**src/rtl/rom_nibble_responder_pkg.sv**
```systemverilog
// Shared constants and phase encoding for the nibble-bus program-memory responder.
// The phase values are those of the CPU's fetch-cycle phases.
package rom_nibble_responder_pkg;

    localparam int NIBBLE_W   = 4;
    localparam int MEM_ADDR_W = 8;
    localparam int MEM_DATA_W = 8;

    typedef enum logic [3:0] {
        IDLE = 4'd0,
        A1   = 4'd1,
        A2   = 4'd2,
        A3   = 4'd3,
        M1   = 4'd4,
        M2   = 4'd5,
        X1   = 4'd6,
        X2   = 4'd7,
        X3   = 4'd8
    } phase_t;

endpackage

```
**src/rtl/rom_nibble_responder_if.sv**
```systemverilog
// Multiplexed 4-bit instruction bus as seen between the CPU (master) and
// the program memory (slave).
interface rom_nibble_responder_if;
    import rom_nibble_responder_pkg::*;

    logic                sync_n;
    logic [NIBBLE_W-1:0] data_bus_in;
    logic [NIBBLE_W-1:0] data_bus_out;
    logic                data_bus_oe;
    logic                selected;

    modport master (
        output sync_n,
        output data_bus_in,
        input  data_bus_out,
        input  data_bus_oe,
        input  selected
    );

    modport slave (
        input  sync_n,
        input  data_bus_in,
        output data_bus_out,
        output data_bus_oe,
        output selected
    );

endinterface

```
**src/rtl/rom_nibble_responder_store.sv**
```systemverilog
// Program store: synchronous write port and a registered, enabled read port.
// A same-edge write and read of one address returns the old contents.
module rom_store_256x8
    import rom_nibble_responder_pkg::*;
#(
    parameter int DEPTH = 256
) (
    input  logic                  clk_1,
    input  logic                  reset_n,
    input  logic                  we,
    input  logic [MEM_ADDR_W-1:0] waddr,
    input  logic [MEM_DATA_W-1:0] wdata,
    input  logic                  re,
    input  logic [MEM_ADDR_W-1:0] raddr,
    output logic [MEM_DATA_W-1:0] rdata
);

    logic [MEM_DATA_W-1:0] mem [DEPTH];

    // No reset on the array so it maps onto block RAM; contents survive reset.
    always_ff @(posedge clk_1) begin
        if (we) begin
            mem[waddr] <= wdata;
        end
    end

    always_ff @(posedge clk_1 or negedge reset_n) begin
        if (!reset_n) begin
            rdata <= '0;
        end else if (re) begin
            rdata <= mem[raddr];
        end
    end

endmodule

```
**src/rtl/rom_nibble_responder.sv**
```systemverilog
// Memory end of the instruction-fetch cycle: assembles the fetch address from
// the bus, and when the chip nibble matches returns the word low nibble first.
module rom_nibble_responder
    import rom_nibble_responder_pkg::*;
#(
    parameter logic [NIBBLE_W-1:0] CHIP_ID = 4'h0,
    parameter int                  DEPTH   = 256
) (
    input  logic                  clk_1,
    input  logic                  reset_n,
    rom_nibble_responder_if.slave bus,
    input  logic                  prog_we,
    input  logic [MEM_ADDR_W-1:0] prog_addr,
    input  logic [MEM_DATA_W-1:0] prog_data
);

    phase_t                phase_reg;
    phase_t                phase_next;
    logic [MEM_ADDR_W-1:0] addr_reg;
    logic                  selected_reg;
    logic [MEM_DATA_W-1:0] word;
    logic                  read_en;

    assign read_en = (phase_reg == A3);

    rom_store_256x8 #(
        .DEPTH(DEPTH)
    ) u_store (
        .clk_1  (clk_1),
        .reset_n(reset_n),
        .we     (prog_we),
        .waddr  (prog_addr),
        .wdata  (prog_data),
        .re     (read_en),
        .raddr  (addr_reg),
        .rdata  (word)
    );

    always_ff @(posedge clk_1 or negedge reset_n) begin
        if (!reset_n) begin
            phase_reg <= IDLE;
        end else begin
            phase_reg <= phase_next;
        end
    end

    // Next phase plus bus drive. The bus is owned only in M1/M2 of a selected
    // cycle, so a resync (phase back to A1) releases it on that same edge.
    always_comb begin
        phase_next       = phase_reg;
        bus.data_bus_oe  = 1'b0;
        bus.data_bus_out = '0;
        if (!bus.sync_n) begin
            phase_next = A1;
        end else begin
            case (phase_reg)
                IDLE:    phase_next = IDLE;
                A1:      phase_next = A2;
                A2:      phase_next = A3;
                A3:      phase_next = M1;
                M1:      phase_next = M2;
                M2:      phase_next = X1;
                X1:      phase_next = X2;
                X2:      phase_next = X3;
                X3:      phase_next = IDLE;
                default: phase_next = IDLE;
            endcase
        end
        if (selected_reg && (phase_reg == M1 || phase_reg == M2)) begin
            bus.data_bus_oe  = 1'b1;
            bus.data_bus_out = (phase_reg == M1) ? word[3:0] : word[7:4];
        end
    end

    always_ff @(posedge clk_1 or negedge reset_n) begin
        if (!reset_n) begin
            addr_reg <= '0;
        end else if (phase_reg == A1) begin
            addr_reg[3:0] <= bus.data_bus_in;
        end else if (phase_reg == A2) begin
            addr_reg[7:4] <= bus.data_bus_in;
        end
    end

    always_ff @(posedge clk_1 or negedge reset_n) begin
        if (!reset_n) begin
            selected_reg <= 1'b0;
        end else if (!bus.sync_n) begin
            selected_reg <= 1'b0;
        end else if (phase_reg == A3) begin
            selected_reg <= (bus.data_bus_in == CHIP_ID);
        end else if (phase_reg == X3) begin
            selected_reg <= 1'b0;
        end
    end

    assign bus.selected = selected_reg;

endmodule

```
**src/flat_wrapper.sv**
```systemverilog
// flat-port wrapper written by rule: the top's interface ports become plain ports
module rom_nibble_responder_flat import rom_nibble_responder_pkg::*;
#(
    parameter logic [NIBBLE_W-1:0] CHIP_ID = 4'h0,
    parameter int                  DEPTH   = 256
)
  (clk_1, reset_n, prog_we, prog_addr, prog_data, bus_sync_n, bus_data_bus_in, bus_data_bus_out, bus_data_bus_oe, bus_selected);
  rom_nibble_responder_if bus_i ();
  input  logic clk_1;
  input  logic reset_n;
  input  logic prog_we;
  input  logic [MEM_ADDR_W-1:0] prog_addr;
  input  logic [MEM_DATA_W-1:0] prog_data;
  input wire logic [$bits(bus_i.sync_n)-1:0] bus_sync_n;
  input wire logic [$bits(bus_i.data_bus_in)-1:0] bus_data_bus_in;
  output wire logic [$bits(bus_i.data_bus_out)-1:0] bus_data_bus_out;
  output wire logic [$bits(bus_i.data_bus_oe)-1:0] bus_data_bus_oe;
  output wire logic [$bits(bus_i.selected)-1:0] bus_selected;
  assign bus_i.sync_n = bus_sync_n;
  assign bus_i.data_bus_in = bus_data_bus_in;
  assign bus_data_bus_out = bus_i.data_bus_out;
  assign bus_data_bus_oe = bus_i.data_bus_oe;
  assign bus_selected = bus_i.selected;
  rom_nibble_responder #(.CHIP_ID(CHIP_ID), .DEPTH(DEPTH)) u_core (.clk_1(clk_1), .reset_n(reset_n), .bus(bus_i), .prog_we(prog_we), .prog_addr(prog_addr), .prog_data(prog_data));
endmodule
```
**config.mk**
```make
export PLATFORM = sky130hd
export DESIGN_NAME = rom_nibble_responder_flat
export DESIGN_NICKNAME = d
export VERILOG_FILES = /design/src/rtl/rom_nibble_responder_pkg.sv /design/src/rtl/rom_nibble_responder_if.sv /design/src/rtl/rom_nibble_responder_store.sv /design/src/rtl/rom_nibble_responder.sv /design/src/flat_wrapper.sv
export SDC_FILE = /design/constraint.sdc
export NUM_CORES = 2
export LEC_CHECK = 0
export CORE_MARGIN = 10
export CORE_UTILIZATION = 35
export DETAILED_ROUTE_END_ITERATION = 12
export PLACE_DENSITY = 0.46
export RECOVER_POWER = 100
export SLEW_MARGIN = 0
export SYNTH_ARGS = -nofsm -noshare
export SYNTH_HDL_FRONTEND = slang
export SYNTH_SLANG_ARGS = --single-unit
```
**constraint.sdc**
```tcl
create_clock -name clk_1 -period 6.4 [get_ports clk_1]
set_input_delay 1.28 -clock clk_1 [delete_from_list [all_inputs] [get_ports clk_1]]
set_output_delay 1.28 -clock clk_1 [all_outputs]
set_load 0.1 [all_outputs]
```
==> results.sh <==
export IMPL_status="finished, violations left"
export IMPL_violations="max-capacitance violations, max-slew violations"
export IMPL_yosysUniqueCellTypes=55
export IMPL_ir_drop_mv=0.2111
export IMPL_worst_clock_skew_ns=0.07682
export IMPL_multiInputGateArea_um2=17110
export IMPL_holdBufCountCts=0
export IMPL_vias_per_cell=5.463
export IMPL_async_flop_share_pct=1.015
export IMPL_cp_cell_sequence="buf_4, inv_1, clkbuf_1, nor2_1, a211oi_1, nor3_1, o21ai_0, nor3_1, a211o_1"
export IMPL_clk_pin_slew_ns=0.06
export IMPL_dp_hpwl_mm=146.8
export IMPL_combPwrFrac_pct=21.8
export IMPL_grt_pass1_vias=40930
export IMPL_wire_per_inst_um=32.09
export IMPL_yosys_warnings=0
export IMPL_rr_worst_depth=9
export IMPL_port_buffers=29
export IMPL_end_kind="flip-flop"
export IMPL_regToRegSetupSlack_ns=0.93
export IMPL_finalWirelength_mm=236.2
export IMPL_grtUsageTotal_pct=18.48
export IMPL_seqCellArea_um2=62040
export IMPL_fp_dieArea_um2=249600
export IMPL_num_rows=176
export IMPL_synth_largest_area_cell="edfxtp_1"
export IMPL_cts_htree_levels=4
export IMPL_timing_rr_end="u_core.u_store.rdata[2]"
export IMPL_r2r_start="u_core.addr_reg[2]"
export IMPL_cts_buffer_depth=3
export IMPL_postSynthNetCount=4050
export IMPL_cts_resized_gates=0
export IMPL_cts_root_buffer="clkbuf_16"
export IMPL_rsz0062_at_grt="false"
export IMPL_ys_flop_type="edfxtp_1"
export IMPL_stdcell_area_um2=91070
export IMPL_required_ns=7.16
export IMPL_largest_reg_flops=2048
export IMPL_met3_length_mm=11.40
export IMPL_crit_path_end="u_core.u_store.rdata[2]"
export IMPL_crit_slowest_cell="dfrtp_1"
export IMPL_critical_path_max_fanout=18
export IMPL_grt_pass1_wl_mm=330.7
export IMPL_cp_start_kind="flip-flop"
export IMPL_fp_dieH_um=499.6
export IMPL_clock_sinks=2069
export IMPL_vias=40200
export IMPL_area_growth_pct=13.11
export IMPL_holdCritPathClass="flip-flop to flip-flop"
export IMPL_fmaxAchievable_ghz=0.1830
export IMPL_cts_made_buffers=217
export IMPL_worstSetupStartpoint="u_core.addr_reg[2]"
export IMPL_dr_wl_met2_mm=115.5
export IMPL_cap_violations=27
export IMPL_placed_cell_area_um2=84410
export IMPL_syn_avg_cell_area_um2=20.02
export IMPL_start_util_pct=35.09
export IMPL_synthesis_instances=4021
export IMPL_tightest_slew_ns=4.966
export IMPL_cp_slowest_stage_delay_ns=0.98
export IMPL_top_layer="met4"
export IMPL_switching_share_pct=29.95
export IMPL_cts_tree="yes"
export IMPL_period_share_pct=85.39
export IMPL_internal_power_mw=24.61
export IMPL_crit_top_cell="nor3_1"
export IMPL_drc=0
export IMPL_postLayoutCoreUtil_pct=39.69
export IMPL_gp_congestion=0.8036
export IMPL_fin_crit_ns=5.465
export IMPL_post_cts_setup_buffers=0
export IMPL_core_area_um2=229500
export IMPL_crit_type="flip-flop to flip-flop"
export IMPL_p_leak_nw=28.29
export IMPL_hold_viol=0
export IMPL_num_fill_cells=20600
export IMPL_drt_initial_drc_count=4126
export IMPL_die_w_um=499.6
export IMPL_powerDensity_nw_per_um2=385.9
export IMPL_drtPass1Iterations=6
export IMPL_arrival_ns=6.23
export IMPL_slew_viol_final=1044
export IMPL_grt_max_degree=135
export IMPL_postRouteAntennaNets=0
export IMPL_synthTopCellsByArea="edfxtp_1 76%, mux4_2 10%, mux2i_1 4.0%"
export IMPL_drive_above_1_share_pct=17.96
export IMPL_switching_power_mw=10.53
export IMPL_synth_edff_count=2048
export IMPL_ios=30
export IMPL_syn_area_um2=80510
export IMPL_synth_top_area_share_pct=76.38
export IMPL_antenna_found_initial=10
export IMPL_wl_met1_mm=102.8
export IMPL_final_net_count=4170
export IMPL_clk_latency_ns=0.88
export IMPL_ys_seq_area_share_pct=77.04
export IMPL_ys_ff_latch=2069
export IMPL_tns_ns=0
export IMPL_relSlewSlack_pct=-231.1
export IMPL_power_frac_seq_pct=43.6
export IMPL_pwr_share_clk_pct=34.6
export IMPL_grt_overflow=0
export IMPL_setup_viol=0
routing by layer:
layer | global-route usage, % | up-vias
li1 | - | 16920
met1 | 25.52 | 21800
met3 | 2.677 | 309
met4 | 5.441 | 0
met5 | 0 | -
met2 | 30.46 | 1172
metrics by stage:
stage / setup slack [ns] / power (mW) / hold slack [ns] / cells
floorplan: 1.594 / 20.24 / 0.4569 / 4021
global placement: 1.518 / 23.36 / 0.5803 / 6948
detailed placement: 1.430 / 23.35 / 0.5628 / 6948
CTS: 1.618 / 35.48 / 0.5843 / 7346
global route: 0.7762 / 36.33 / 0.6340 / 7359
finish: 0.9350 / 35.14 / 0.5825 / 7359
logic make-up (layout without fill, tap and decap cells):
group,Yosys count,count (layout),synth area share [%]
DFF,2069,2069,77.04
muxes,695,695,14.34
and+or+nand+nor,559,559,3.010
AOI/OAI and AO/OA,442,442,3.775
buffers and inverters,251,550,1.762
adders and majority gates,5,5,0.07770
other,0,13,0
cells in the mapped netlist, drive strengths merged, types with 43 or more instances:
cell	count
a211oi	56
a21oi	49
a22oi	58
buf	143
clkbuf	102
edfxtp	2048
mux2i	323
mux4	366
nand2	111
nand3	43
nor2	293
o221ai	53
o22ai	121
worst min-delay path by stage:
| stage | startpoint | endpoint | slack, ns | cells after the start |
|---|---|---|---|---|
| final | u_core.phase_reg[3] | u_core.phase_reg[1] | 0.58 | 1 |
| after detailed placement | u_core.phase_reg[3] | u_core.phase_reg[1] | 0.56 | 1 |
| after global routing | u_core.u_store.rdata[3] | u_core.u_store.rdata[3] | 0.63 | 1 |
| after floorplan | u_core.u_store.rdata[7] | u_core.u_store.rdata[7] | 0.46 | 2 |
| after global placement | u_core.phase_reg[3] | u_core.phase_reg[1] | 0.58 | 1 |
| after CTS | u_core.phase_reg[3] | u_core.phase_reg[1] | 0.58 | 1 |
cell usage in the layout (no fill, tap or decap), drive strengths merged, types with 56 or more instances in the layout:
cell,Yosys,final
a211oi,56,56
buf,143,88
edfxtp,2048,2048
nor2,293,293
a22oi,58,58
mux2i,323,323
nand2,111,111
clkbuf,102,307
mux4,366,366
o22ai,121,121
clkinv,0,107
power by group through the flow:
stage          Clock (mW)  Sequential [mW]  Combinational (mW)
6_report             12.2             15.3                7.67
5_1_grt              13.0             15.3                8.08
4_1_cts              12.4             15.3                7.80
3_5_place_dp            0             15.6                7.78
3_3_place_gp            0             15.6                7.79
2_1_floorplan           0             15.3                4.95
final cells by class:
type | instances | share of cell area [%]
clock inverters | 128 | 1.268
well taps | 3026 | 4.157
diodes | 13 | 0.03572
flip-flops and latches | 2069 | 68.12
inverters | 6 | 0.02748
multi-input cells | 1701 | 18.79
repair buffers | 146 | 1.379
clock buffers | 270 | 6.225
critical path, delay by kind of cell, from the launching register on:
| kind | cells | cell delay [ns] |
|---|---|---|
| AO/OA/AOI/OAI | 3 | 1.44 |
| buffers and inverters | 3 | 2.15 |
| AND/OR/NAND/NOR | 3 | 0.74 |
| flip-flops | 1 | 0.98 |
Note: power is estimated with default switching activity, not from simulation.
